## src/rtl/mem_arb_pkg.sv

```systemverilog
// Shared types and constants for the two-port data-memory arbiter.
// Optional round-robin arbitration is enabled with MEM_ARB_RR_EN.
package mem_arb_pkg;

  localparam int unsigned DEF_ADDR_W = 10;
  localparam int unsigned DEF_DATA_W = 32;

  localparam logic PORT_DATA = 1'b0;
  localparam logic PORT_AUX  = 1'b1;

  localparam logic [2:0] ST_IDLE  = 3'd0;
  localparam logic [2:0] ST_ISSUE = 3'd1;
  localparam logic [2:0] ST_WAIT  = 3'd2;
  localparam logic [2:0] ST_DONE  = 3'd3;
  localparam logic [2:0] ST_RESP  = 3'd4;

  // Word aligned and inside the addressable window.
  function automatic logic addr_legal(input logic [31:0] addr, input int unsigned addr_w);
    return (addr[1:0] == 2'b00) && ((addr >> (addr_w + 2)) == 32'd0);
  endfunction

endpackage

```

## src/rtl/mem_arb_pick.sv

```systemverilog
// Combinational winner select for the two requesters.
// Fixed priority (port 0 first) by default; round-robin when MEM_ARB_RR_EN is defined.
module mem_arb_pick
  import mem_arb_pkg::*;
(
  input  logic req0,
  input  logic req1,
  input  logic last,
  output logic valid,
  output logic id
);

`ifdef MEM_ARB_RR_EN
  always_comb begin
    valid = req0 | req1;
    if (req0 && req1) begin
      id = ~last;
    end else begin
      id = req1 ? PORT_AUX : PORT_DATA;
    end
  end
`else
  logic unused_last;
  assign unused_last = last;

  always_comb begin
    valid = req0 | req1;
    id    = req0 ? PORT_DATA : PORT_AUX;
  end
`endif

endmodule

```

## src/rtl/mem_arbiter.sv

```systemverilog
// Two-port arbiter sequencing accesses to a single-ported, fixed-latency data memory.
// Define MEM_ARB_RR_EN for round-robin arbitration instead of fixed priority.
module mem_arbiter
  import mem_arb_pkg::*;
#(
  parameter int unsigned ADDR_W      = DEF_ADDR_W,
  parameter int unsigned DATA_W      = DEF_DATA_W,
  parameter int unsigned WAIT_STATES = 0
) (
  input  logic              clk,
  input  logic              reset,
  input  logic              m0_req,
  input  logic              m0_we,
  input  logic [31:0]       m0_addr,
  input  logic [DATA_W-1:0] m0_wdata,
  output logic              m0_ack,
  output logic              m0_err,
  output logic [DATA_W-1:0] m0_rdata,
  input  logic              m1_req,
  input  logic              m1_we,
  input  logic [31:0]       m1_addr,
  input  logic [DATA_W-1:0] m1_wdata,
  output logic              m1_ack,
  output logic              m1_err,
  output logic [DATA_W-1:0] m1_rdata,
  output logic              mem_en,
  output logic              mem_we,
  output logic [ADDR_W-1:0] mem_addr,
  output logic [DATA_W-1:0] mem_wdata,
  input  logic [DATA_W-1:0] mem_rdata,
  output logic              busy,
  output logic              grant_id
);

  localparam logic [3:0] WS_LAST = (WAIT_STATES > 0) ? 4'(WAIT_STATES - 1) : 4'd0;

  logic [2:0]        state_q, state_d;
  logic [3:0]        cnt_q, cnt_d;
  logic              we_q, id_q, last_q;
  logic [ADDR_W-1:0] addr_q;
  logic [DATA_W-1:0] wdata_q;
  logic              m0_ack_q, m0_err_q, m1_ack_q, m1_err_q;
  logic [DATA_W-1:0] m0_rdata_q, m1_rdata_q;

  logic              pick_valid, pick_id, pick_we, legal;
  logic [31:0]       pick_addr;
  logic [DATA_W-1:0] pick_wdata;

  mem_arb_pick u_pick (
    .req0  (m0_req),
    .req1  (m1_req),
    .last  (last_q),
    .valid (pick_valid),
    .id    (pick_id)
  );

  always_comb begin
    pick_we    = pick_id ? m1_we    : m0_we;
    pick_addr  = pick_id ? m1_addr  : m0_addr;
    pick_wdata = pick_id ? m1_wdata : m0_wdata;
    legal      = addr_legal(pick_addr, ADDR_W);
  end

  always_comb begin
    state_d = state_q;
    cnt_d   = cnt_q;
    case (state_q)
      ST_IDLE: begin
        if (pick_valid) state_d = legal ? ST_ISSUE : ST_RESP;
      end
      ST_ISSUE: begin
        if (WAIT_STATES > 0) begin
          state_d = ST_WAIT;
          cnt_d   = 4'd0;
        end else begin
          state_d = ST_DONE;
        end
      end
      ST_WAIT: begin
        if (cnt_q == WS_LAST) state_d = ST_DONE;
        else                  cnt_d   = cnt_q + 4'd1;
      end
      ST_DONE: state_d = ST_RESP;
      ST_RESP: state_d = ST_IDLE;
      default: state_d = ST_IDLE;
    endcase
  end

  always_ff @(posedge clk or posedge reset) begin
    if (reset) begin
      state_q    <= ST_IDLE;
      cnt_q      <= 4'd0;
      we_q       <= 1'b0;
      id_q       <= 1'b0;
      last_q     <= 1'b1;
      addr_q     <= '0;
      wdata_q    <= '0;
      m0_ack_q   <= 1'b0;
      m0_err_q   <= 1'b0;
      m0_rdata_q <= '0;
      m1_ack_q   <= 1'b0;
      m1_err_q   <= 1'b0;
      m1_rdata_q <= '0;
    end else begin
      state_q  <= state_d;
      cnt_q    <= cnt_d;
      m0_ack_q <= 1'b0;
      m1_ack_q <= 1'b0;
      if (state_q == ST_IDLE && pick_valid) begin
        id_q    <= pick_id;
        last_q  <= pick_id;
        we_q    <= pick_we;
        addr_q  <= pick_addr[ADDR_W+1:2];
        wdata_q <= pick_wdata;
        // Illegal access skips the memory and answers straight from IDLE.
        if (!legal) begin
          if (pick_id) begin
            m1_ack_q   <= 1'b1;
            m1_err_q   <= 1'b1;
            m1_rdata_q <= '0;
          end else begin
            m0_ack_q   <= 1'b1;
            m0_err_q   <= 1'b1;
            m0_rdata_q <= '0;
          end
        end
      end
      if (state_q == ST_DONE) begin
        if (id_q) begin
          m1_ack_q   <= 1'b1;
          m1_err_q   <= 1'b0;
          m1_rdata_q <= we_q ? '0 : mem_rdata;
        end else begin
          m0_ack_q   <= 1'b1;
          m0_err_q   <= 1'b0;
          m0_rdata_q <= we_q ? '0 : mem_rdata;
        end
      end
    end
  end

  assign mem_en    = (state_q == ST_ISSUE);
  assign mem_we    = mem_en & we_q;
  assign mem_addr  = addr_q;
  assign mem_wdata = wdata_q;
  assign busy      = (state_q != ST_IDLE);
  assign grant_id  = id_q;
  assign m0_ack    = m0_ack_q;
  assign m0_err    = m0_err_q;
  assign m0_rdata  = m0_rdata_q;
  assign m1_ack    = m1_ack_q;
  assign m1_err    = m1_err_q;
  assign m1_rdata  = m1_rdata_q;

endmodule

```

## config.mk

```make
export PLATFORM = sky130hd
export DESIGN_NAME = mem_arbiter
export DESIGN_NICKNAME = d
export VERILOG_FILES = /design/src/rtl/mem_arb_pkg.sv /design/src/rtl/mem_arb_pick.sv /design/src/rtl/mem_arbiter.sv
export SDC_FILE = /design/constraint.sdc
export NUM_CORES = 1
export LEC_CHECK = 0
export ABC_AREA = 1
export ABC_CLOCK_PERIOD_IN_PS = 4600
export CAP_MARGIN = 20
export CELL_PAD_IN_SITES_DETAIL_PLACEMENT = 1
export CELL_PAD_IN_SITES_GLOBAL_PLACEMENT = 1
export CORE_ASPECT_RATIO = 0.8
export CORE_UTILIZATION = 28
export DETAILED_ROUTE_END_ITERATION = 10
export PLACE_DENSITY_LB_ADDON = 0.1
export SYNTH_ARGS = -nofsm -noshare
export SYNTH_HDL_FRONTEND = slang
export SYNTH_SLANG_ARGS = --single-unit
```

## constraint.sdc

```tcl
create_clock -name clk -period 4.6 [get_ports clk]
set_clock_uncertainty 0.1 [all_clocks]
set_input_delay 0.92 -clock clk [delete_from_list [all_inputs] [get_ports clk]]
set_output_delay 0.92 -clock clk [all_outputs]
set_load 0.1 [all_outputs]
```

==> results.md, run 1 <==
- Status: finished clean
- Yosys warns: 0
- Net Sw Power: around 0.0027 W
- FF+latch count, synth: ~120
- Max-cap check violation count: 0
- Overflow after GRT: 0
- Crit path time final: 3.24 ns
- 1st-iter DRT viols: 179
- Comb pwr share: 0.491
- Sequential area share after synthesis: 0.517
- Std-Cell Rows: 46
- Fillers: approximately 2.4k
- Initial antenna violation count: 0
- Most frequent cells in the layout: 277 x clkdlybuf4s50_1, 222 x nand2_1, 170 x nor2_1
- Ratio of cells with drive above 1 in the final layout: 0.0585
- Die X: 162 um
- Final setup violation count: 0
- Total power: ~0.0054 W
- GRT Resource Usage Total: 0.198
- Sink Count: 119
- RSZ-0062 raised after global routing: no
- Commonest non-fill, non-tap cell in the layout: clkdlybuf4s50_1
- Post-route setup slack: around 1.4 ns
- Final hold vios: 0
- Routed len/inst: ~16 um
- Lkg Pwr: around 4.4 nW
- Yosys cell types: 26
- CTS buffer count: 17
- Crit path required time: roughly 3.6 ns
- Clock power frac: 0.253
- ANT cells: 0
- Top Ports: between 200 and 300
- Layout area overhead: 62.1%
- Crit path kind: register to output port
- Pins over their slew limit: 0
- Clk slew on worst S/H paths: 0.05 ns
- Via/cell ratio: 4.35
- Initial Util: 0.288
- GP Congestion: 0.781
- FF-to-FF setup slack: about 2.2 ns
- Routed Antenna Nets: 0
- Setup tns final: 0 ns
- Clock root buffer: clkbuf_16
- Mapped Area: about 5800 um2
- CP Max Fanout: 3
- First-pass DRT Iterations: 4
- Setup Fix Bufs, Post-CTS: 0
- Total number of vias: between 5k and 6k
- DRT Wirelength: ~20000 um
- Synthesized area per cell: roughly 7.7 um2
- CP Launch Type: register
- Clock Latency Late Sink: approximately 0.41 ns
- VDD IR-drop max: between 0.0003 and 0.0004 V
- Syn Inst Count: about 750
- Core Footprint: between 15000 and 20000 um2
- Final Cycle Share: 0.705
- Switch share: 0.495
- CTS resizes: 0
- Pwr Density: around 580 nW/um2
- Rel. slew slack: 0.293
- CTS H-tree depth: 4
- Detail Placement HPWL: 14200 um
- Syn Nets: between 900 and 1k
- First-pass GRT wire length: between 30000 and 40000 um
- Slew @ Worst Pin: around 1.1 ns
- Die Ht: 130 um
- CTS tree: yes
- CP arrival: between 2 and 2.5 ns
- Nets@finish: 1181
- Die area: 21200 um2
- Number of global-route vias before repair: ~6.0k
- Worst Hold Class: register to register
- Pre-CTS WS: ~1.7 ns
- CTS Buffer Depth: 2
- Port Buffer Count: about 280
- CTS Hold Bufs: 0
- Flop pwr share: 0.256
- Int Power: between 0.002 and 0.003 W
- Max Freq: 308 MHz
- Largest net degree at the start of global routing: 88
- DRC Markers: 0
- Worst setup EP type: output port
## cells by family after synthesis
logic type | after synthesis | share of synthesized area
and+or+nand+nor | 445 | 0.315
buffers and inverters | 127 | 0.0951
DFF | 119 | 0.517
AOI/OAI and AO/OA | 52 | 0.0641
xor gates and xnor gates | 3 | 0.00456
adders and majority gates | 2 | 0.00434
## state kept, by name (all words and copies together) (netlist names)
signal	cells
m0_rdata	32
m1_rdata	32
mem_wdata	32
mem_addr	10
cnt_q	4
state_q	3
grant_id	1
m0_ack	1
m0_err	1
m1_ack	1
m1_err	1
we_q	1
## power by group through the flow
stage	clock network, W	registers (W)	logic, W
after floorplan	0	0.00279	0.000528
after global placement	0	0.00139	0.00266
after detailed placement	0	0.00139	0.00267
after CTS	0.00140	0.00138	0.00267
after global routing	0.00144	0.00141	0.00277
final	0.00136	0.00138	0.00264
## final cells by class
cell class / instances / area [um2] / share of cell area
multi-input combinational: 502 / 2240 / 0.240
sequential: 119 / 2980 / 0.319
clock inverter: 15 / 180 / 0.0193
clock buffer: 17 / 425 / 0.0455
inverter: 86 / 325 / 0.0348
tap: 264 / 330 / 0.0354
timing repair buffer: 287 / 2860 / 0.306
## path summary, 6_finish.rpt
path	end	depth (start not counted)	start
min in group asynchronous	mem_wdata[11]$_DFFE_PP0P_	2	reset
setup / recovery	mem_en	4	state_q[2]$_DFFE_PP0P_
hold / removal	cnt_q[2]$_DFFE_PP0P_	1	cnt_q[2]$_DFFE_PP0P_
hold reg to reg	cnt_q[2]$_DFFE_PP0P_	1	cnt_q[2]$_DFFE_PP0P_
setup reg to reg	m1_rdata[7]$_DFF_PP0_	8	state_q[2]$_DFFE_PP0P_
max in group asynchronous	m0_rdata[29]$_DFF_PP0_	3	reset
## layer usage
layer / global-route usage / up-vias / share of wire
met5: 0 / - / 0
met4: 0.0572 / 0 / 0.013
li1: - / 2821 / -
met2: 0.325 / 147 / 0.46
met1: 0.248 / 2621 / 0.45
met3: 0.0652 / 17 / 0.071
## worst max-delay path: stages, from the launching register on
cell,delay (ns)
dfrtp_1,0.39
nor2_1,0.12
nand2_1,0.11
inv_1,0.06
clkdlybuf4s50_1,1.13
## per-stage QoR
stage	cells	util	hold slack [ns]	instance area (um2)
after detailed placement	1258	0.437	0.362	8730
final	1290	0.468	0.374	9340
after CTS	1290	0.468	0.374	9340
after floorplan	748	-	0.342	5760
after global routing	1290	0.468	0.378	9340
after global placement	1258	0.437	0.357	8730
## synthesized netlist by cell type (all sizes together)
| library cell | number | area, um2 |
|---|---|---|
| a21oi | 4 | 20.0 |
| buf | 19 | 143 |
| clkbuf | 22 | 82.6 |
| clkinv | 1 | 3.75 |
| dfrtp | 119 | 2980 |
| ha | 2 | 25.0 |
| inv | 85 | 319 |
| nand2 | 225 | 857 |
| nand3 | 36 | 245 |
| nor2 | 172 | 648 |
| nor3 | 8 | 40.0 |
| nor4 | 1 | 6.26 |
| o21ai | 4 | 20.0 |
| o22ai | 1 | 6.26 |
| o31ai | 43 | 323 |
| or2 | 3 | 18.8 |
| xor2 | 3 | 26.3 |
(Power assumes the default switching activity.)
==> run 2, diff against run 1 <==
--- a/config.mk
+++ b/config.mk
@@ -6,7 +6,7 @@
 export NUM_CORES = 1
 export LEC_CHECK = 0
 export ABC_AREA = 1
-export ABC_CLOCK_PERIOD_IN_PS = 4600
+export ABC_CLOCK_PERIOD_IN_PS = 3300
 export CAP_MARGIN = 20
 export CELL_PAD_IN_SITES_DETAIL_PLACEMENT = 1
 export CELL_PAD_IN_SITES_GLOBAL_PLACEMENT = 1
==> constraint.sdc (replaced) <==
create_clock -name clk -period 3.3 [get_ports clk]
set_clock_uncertainty 0.1 [all_clocks]
set_input_delay 0.66 -clock clk [delete_from_list [all_inputs] [get_ports clk]]
set_output_delay 0.66 -clock clk [all_outputs]
set_load 0.1 [all_outputs]
==> run 2 against run 1 <==
Core utilization down 0.95 points. Largest power group unchanged. Sequential share of layout area up 0.66 points. Power up 40%. Clock power up 50%. Final cell count up 0.23%. Flip-flop and latch count unchanged. Register-to-register slack worse by 0.81 ns. Final area down 2.0%. Critical path depth unchanged. Global-route usage up 0.16 points. Sequential power up 40%.
==> results.md, run 2 (synthesis gave the netlist of run 1 again) <==
- Via/cell ratio: 4.32 (-0.68%)
- Placed instance count: 1261 (+0.24%)
- DRT Wirelength: 20300 um (+1.1%)
- RSZ-0062 raised after global routing: no
- Crit path time final: ~2.2 ns
- Nets@finish: 1184 (+0.25%)
- Initial antenna violation count: 0 (unchanged)
- Non-filler cells, final: 1293 (+0.23%)
- Std-Cell Rows: 46 (unchanged)
- Top Ports: 280 (unchanged)
- First-pass GRT wire length: 32200 um (-0.13%)
- Worst setup EP type: output port
- CTS H-tree depth: 4 (unchanged)
- Die Ht: 130 um (unchanged)
- Total number of vias: 5581 (-0.45%)
- Status: finished clean
- GRT Resource Usage Total: 0.199 (+0.00163)
- Setup Fix Bufs, Post-CTS: 0 (unchanged)
- CP arrival: 1.47 ns (-0.75 ns)
- Final hold vios: 0 (unchanged)
- Pins over their slew limit: 0 (unchanged)
- Final setup violation count: 0 (unchanged)
- Final Cycle Share: 0.677
- CP Launch Type: register
- CP most frequent cell: nor2_1
- CTS tree: yes
- Slew @ Worst Pin: 0.893 ns (-0.165 ns)
- Most frequent cells in the layout: 222 x nand2_1, 170 x nor2_1, 164 x clkdlybuf4s50_1
- Placed cell areas: 8500 um2 (-2.7%)
- DRC Markers: 0 (unchanged)
- Commonest non-fill, non-tap cell in the layout: nand2_1
- Crit path required time: 2.54 ns (-1.04 ns)
- Crit path max-delay family: simple AND/OR/NAND/NOR gates
- Lkg Pwr: 4.64 nW (+5.0%)
- ANT cells: 0 (unchanged)
- CP Max Fanout: 3 (unchanged)
- Port Buffer Count: 279 (unchanged)
- VDD IR-drop max: 0.000641 V (+89%)
- Worst-path cell chain: nor2_1, nand2_1, nor2_1, buf_12
- CTS Buffer Depth: 2 (unchanged)
- 1st-iter DRT viols: 230 (+28%)
- Core Footprint: 20000 um2 (unchanged)
- Clk slew on worst S/H paths: 0.06 ns (about the same)
- Max-cap check violation count: 0 (unchanged)
- Max Freq: ~450 MHz
- Pwr Density: 826 nW/um2 (+43%)
- Clock root buffer: clkbuf_16
- Clock Latency Late Sink: 0.42 ns (about the same)
- FF-to-FF setup slack: 1.41 ns (-0.81 ns)
- Routed len/inst: 15.7 um (+0.89%)
- CTS Hold Bufs: 0 (unchanged)
- Initial Util: 0.288 (unchanged)
- Number of global-route vias before repair: 5790 (-3.2%)
- Routed Antenna Nets: 0 (unchanged)
- Die X: 162 um (unchanged)
- Die area: 21200 um2 (unchanged)
- Buffers & Inverters on Critical Path: 1 (-1)
- Layout area overhead: 58.8%
- Ratio of cells with drive above 1 in the final layout: 0.171 (+0.113)
- Largest net degree at the start of global routing: 88 (unchanged)
- GP Congestion: 0.749 (-4.1%)
- CTS resizes: 0 (unchanged)
- Detail Placement HPWL: 14500 um (+1.7%)
- Max incr delay on CP: 0.40 ns (-0.73 ns)
- Setup tns final: 0 ns (unchanged)
- Crit path kind: register to output port
- Rel. slew slack: 0.405 (+0.112)
- CTS buffer count: 17 (unchanged)
- Critical Path Slowest Stage Cell: dfrtp_1
- First-pass DRT Iterations: 4 (unchanged)
- Worst Hold Class: register to register
- Sink Count: 119 (unchanged)
- Final Cell Area: 9150 um2 (-2.0%)
- Overflow after GRT: 0 (unchanged)
==> run 2: cell types whose count changed in the layout (fill, tap and decap cells not counted), sizes merged <==
| cell | previous run | this run |
|---|---|---|
| inv | 86 | 85 |
| clkinv | 9 | 7 |
| bufinv | 3 | 4 |
| buf | 10 | 126 |
| clkdlybuf4s50 | 277 | 164 |
| clkbuf | 17 | 19 |
==> run 2: per-stage QoR <==
| stage | worst slack [ns] | util | total power, W | hold slack [ns] |
|---|---|---|---|---|
| CTS | 1.03 | 0.458 | 0.00765 | 0.368 |
| finish | 1.07 | 0.458 | 0.00756 | 0.367 |
| global placement | 0.758 | 0.426 | 0.00553 | 0.357 |
| global route | 0.957 | 0.458 | 0.00787 | 0.385 |
| floorplan | 0.425 | - | 0.00462 | 0.342 |
| detailed placement | 0.699 | 0.426 | 0.00557 | 0.357 |
==> run 2: path summary, 6_finish.rpt <==
path	from	to	cells after the start
min	cnt_q[3]$_DFFE_PP0P_	cnt_q[3]$_DFFE_PP0P_	1
min reg2reg	cnt_q[3]$_DFFE_PP0P_	cnt_q[3]$_DFFE_PP0P_	1
max reg2reg	state_q[2]$_DFFE_PP0P_	mem_addr[8]$_DFFE_PP0P_	7
min in group asynchronous	reset	m0_rdata[11]$_DFF_PP0_	2
max in group asynchronous	reset	m0_rdata[31]$_DFF_PP0_	3
max	state_q[2]$_DFFE_PP0P_	mem_we	4
==> run 2: area by class of cell <==
type / count / area (um2)
Sequential cell: 119 / 2980
Inverter: 86 / 327
Fill cell: 2400 / 10800
Tap cell: 264 / 330
Clock inverter: 13 / 196
Timing Repair Buffer: 290 / 2620
Clock buffer: 19 / 453
Multi-Input combinational cell: 502 / 2240
==> run 2: power by group <==
part | internal (W) | switching (W) | total, W
sequential | 0.00175 | 0.000184 | 0.00193
clock | 0.00131 | 0.000727 | 0.00204
combinational | 0.000760 | 0.00283 | 0.00359
==> run 2: per-layer routing <==
metal  share of wire  GRT usage
met5               0          0
met2            0.47      0.319
met4           0.016     0.0616
met3           0.071     0.0668
met1            0.45      0.255
==> run 3, diff against run 2 <==
--- a/config.mk
+++ b/config.mk
@@ -6,7 +6,7 @@
 export NUM_CORES = 1
 export LEC_CHECK = 0
 export ABC_AREA = 1
-export ABC_CLOCK_PERIOD_IN_PS = 3300
+export ABC_CLOCK_PERIOD_IN_PS = 2270
 export CAP_MARGIN = 20
 export CELL_PAD_IN_SITES_DETAIL_PLACEMENT = 1
 export CELL_PAD_IN_SITES_GLOBAL_PLACEMENT = 1
==> constraint.sdc (replaced) <==
create_clock -name clk -period 2.27 [get_ports clk]
set_clock_uncertainty 0.1 [all_clocks]
set_input_delay 0.454 -clock clk [delete_from_list [all_inputs] [get_ports clk]]
set_output_delay 0.454 -clock clk [all_outputs]
set_load 0.1 [all_outputs]
==> run 3 against run 2 <==
Power rose by 47%. Worst setup slack worse by 0.81 ns. Final area up 1.6%.
==> results.md, run 3 (synthesis gave the netlist of run 1 again) <==
- Setup tns final: 0 ns (unchanged)
- Worst-path cell chain: nor2_1, nand2_1, nor2_2, buf_12
- Total number of vias: 5683 (+1.8%)
- RSZ-0062 raised after global routing: no
- Overflow after GRT: 0 (unchanged)
- Setup Fix Bufs, Post-CTS: 0 (unchanged)
- First-pass GRT wire length: 31900 um (-0.92%)
- Final setup violation count: 0 (unchanged)
- Routed len/inst: 15.3 um (-2.1%)
- Final design utilization: 0.465 (+0.00720)
- Rel. slew slack: 0.603 (+0.199)
- GRT Resource Usage Total: 0.196 (-0.00321)
- Commonest non-fill, non-tap cell in the layout: nand2_1
- Buffers & Inverters on Critical Path: 1 (unchanged)
- Worst Hold Class: register to register
- Crit path kind: register to output port
- Crit path from: state_q[2]$_DFFE_PP0P_
- CTS H-tree depth: 4 (unchanged)
- Crit path time final: 2.01 ns
- Crit path max-delay family: simple AND/OR/NAND/NOR gates
- Clock root buffer: clkbuf_16
- DRT Wirelength: 19900 um (-1.7%)
- GP Congestion: 0.793 (+5.9%)
- Critical path depth in cells: 4 (unchanged)
- Die X: 162 um (unchanged)
- Std-Cell Rows: 46 (unchanged)
- ANT cells: 0 (unchanged)
- Pwr Density: 1190 nW/um2 (+45%)
- Ratio of cells with drive above 1 in the final layout: 0.175 (+0.00401)
- CTS tree: yes
- Max-cap check violation count: 0 (unchanged)
- CTS Hold Bufs: 0 (unchanged)
- Die area: 21200 um2 (unchanged)
- Fillers: 2388 (-0.50%)
- Layout area overhead: 61.3%
- FF-to-FF setup slack: 0.50 ns (-0.91 ns)
- DRC Markers: 0 (unchanged)
- Largest net degree at the start of global routing: 88 (unchanged)
- VDD IR-drop max: 0.00108 V (+69%)
- Via/cell ratio: 4.38 (+1.4%)
- Detail Placement HPWL: 14500 um (+0.11%)
- R2R cell count: 8 (+1)
- 1st-iter DRT viols: 243 (+5.7%)
- Termination of the worst setup path: mem_we
- Worst setup EP type: output port
- Pins over their slew limit: 0 (unchanged)
- Number of global-route vias before repair: 6018 (+3.9%)
- CTS buffer count: 17 (unchanged)
- Status: finished clean
- CP Max Fanout: 3 (unchanged)
- Lkg Pwr: 4.70 nW (+1.2%)
- Initial antenna violation count: 0 (unchanged)
- Die Ht: 130 um (unchanged)
- Max incr delay on CP: 0.40 ns (about the same)
- Final Cycle Share: 0.887
- CP arrival: 1.46 ns (about the same)
- Max Freq: around 500 MHz
- CTS resizes: 0 (unchanged)
- Final hold vios: 0 (unchanged)
- Critical Path Slowest Stage Cell: dfrtp_1
- Core Footprint: 20000 um2 (unchanged)
- Clock Latency Late Sink: 0.41 ns (about the same)
- Crit path required time: 1.72 ns (-0.82 ns)
- Most frequent cells in the layout: 222 x nand2_1, 169 x nor2_1, 164 x clkdlybuf4s50_1
- Top Ports: 280 (unchanged)
- Port Buffer Count: 279 (unchanged)
- Clk slew on worst S/H paths: 0.06 ns (about the same)
- RR Startpoint: state_q[0]$_DFFE_PP0P_
- Routed Antenna Nets: 0 (unchanged)
- Initial Util: 0.288 (unchanged)
- Nets@finish: 1189 (+0.42%)
- CP Launch Type: register
- FF-to-FF End: m1_rdata[14]$_DFF_PP0_
- First-pass DRT Iterations: 4 (unchanged)
- Sink Count: 119 (unchanged)
- CTS Buffer Depth: 2 (unchanged)
- Slew @ Worst Pin: 0.594 ns (-0.299 ns)
run 3: cell count changes in the layout (fill, tap and decap cells not counted), sizes merged:
cell	previous run	this run
buf	126	131
clkinv	7	5
clkinvlp	3	5
bufinv	4	5
clkbuf	19	18
run 3: stage by stage:
stage                     std cells  power [W]  area (um2)  worst slack (ns)  hold slack [ns]
final                          1298     0.0111        9290             0.257            0.367
after global placement         1266    0.00816        8640             0.227            0.357
after floorplan                 748    0.00672        5770            0.0416            0.342
after CTS                      1298     0.0112        9290             0.235            0.370
after global routing           1298     0.0116        9290             0.101            0.389
after detailed placement       1266    0.00817        8640             0.181            0.359
run 3: area by class of cell:
cell class / instances / area [um2] / area share
clock buffer: 18 / 429 / 0.0462
clock inverter: 14 / 224 / 0.0241
inverter: 86 / 327 / 0.0351
multi-input combinational: 502 / 2250 / 0.242
sequential: 119 / 2980 / 0.320
tap: 264 / 330 / 0.0355
timing repair buffer: 295 / 2760 / 0.297
run 3: worst min-delay path by stage:
stage,from,to,slack (ns),cells after the start
4_1_cts,cnt_q[3]$_DFFE_PP0P_,cnt_q[3]$_DFFE_PP0P_,0.37,1
6_report,cnt_q[3]$_DFFE_PP0P_,cnt_q[3]$_DFFE_PP0P_,0.37,1
2_1_floorplan,cnt_q[2]$_DFFE_PP0P_,cnt_q[2]$_DFFE_PP0P_,0.34,1
3_5_place_dp,cnt_q[3]$_DFFE_PP0P_,cnt_q[3]$_DFFE_PP0P_,0.36,1
3_3_place_gp,cnt_q[3]$_DFFE_PP0P_,cnt_q[3]$_DFFE_PP0P_,0.36,1
5_1_grt,cnt_q[3]$_DFFE_PP0P_,cnt_q[3]$_DFFE_PP0P_,0.39,1
run 3: routing by layer:
layer  vias to the layer above  part of all wire  global-route usage
met5                         -                 0                   0
met2                       145              0.48               0.332
met1                      2697              0.44               0.238
li1                       2830                 -                   -
met4                         0            0.0081              0.0466
met3                        11             0.076              0.0702
run 3: power by group:
group          total [W]  leakage [nW]  internal (W)  switching, W
registers        0.00278          1.56       0.00254      0.000243
clock network    0.00301         0.303       0.00196       0.00105
logic            0.00531          2.83       0.00118       0.00413
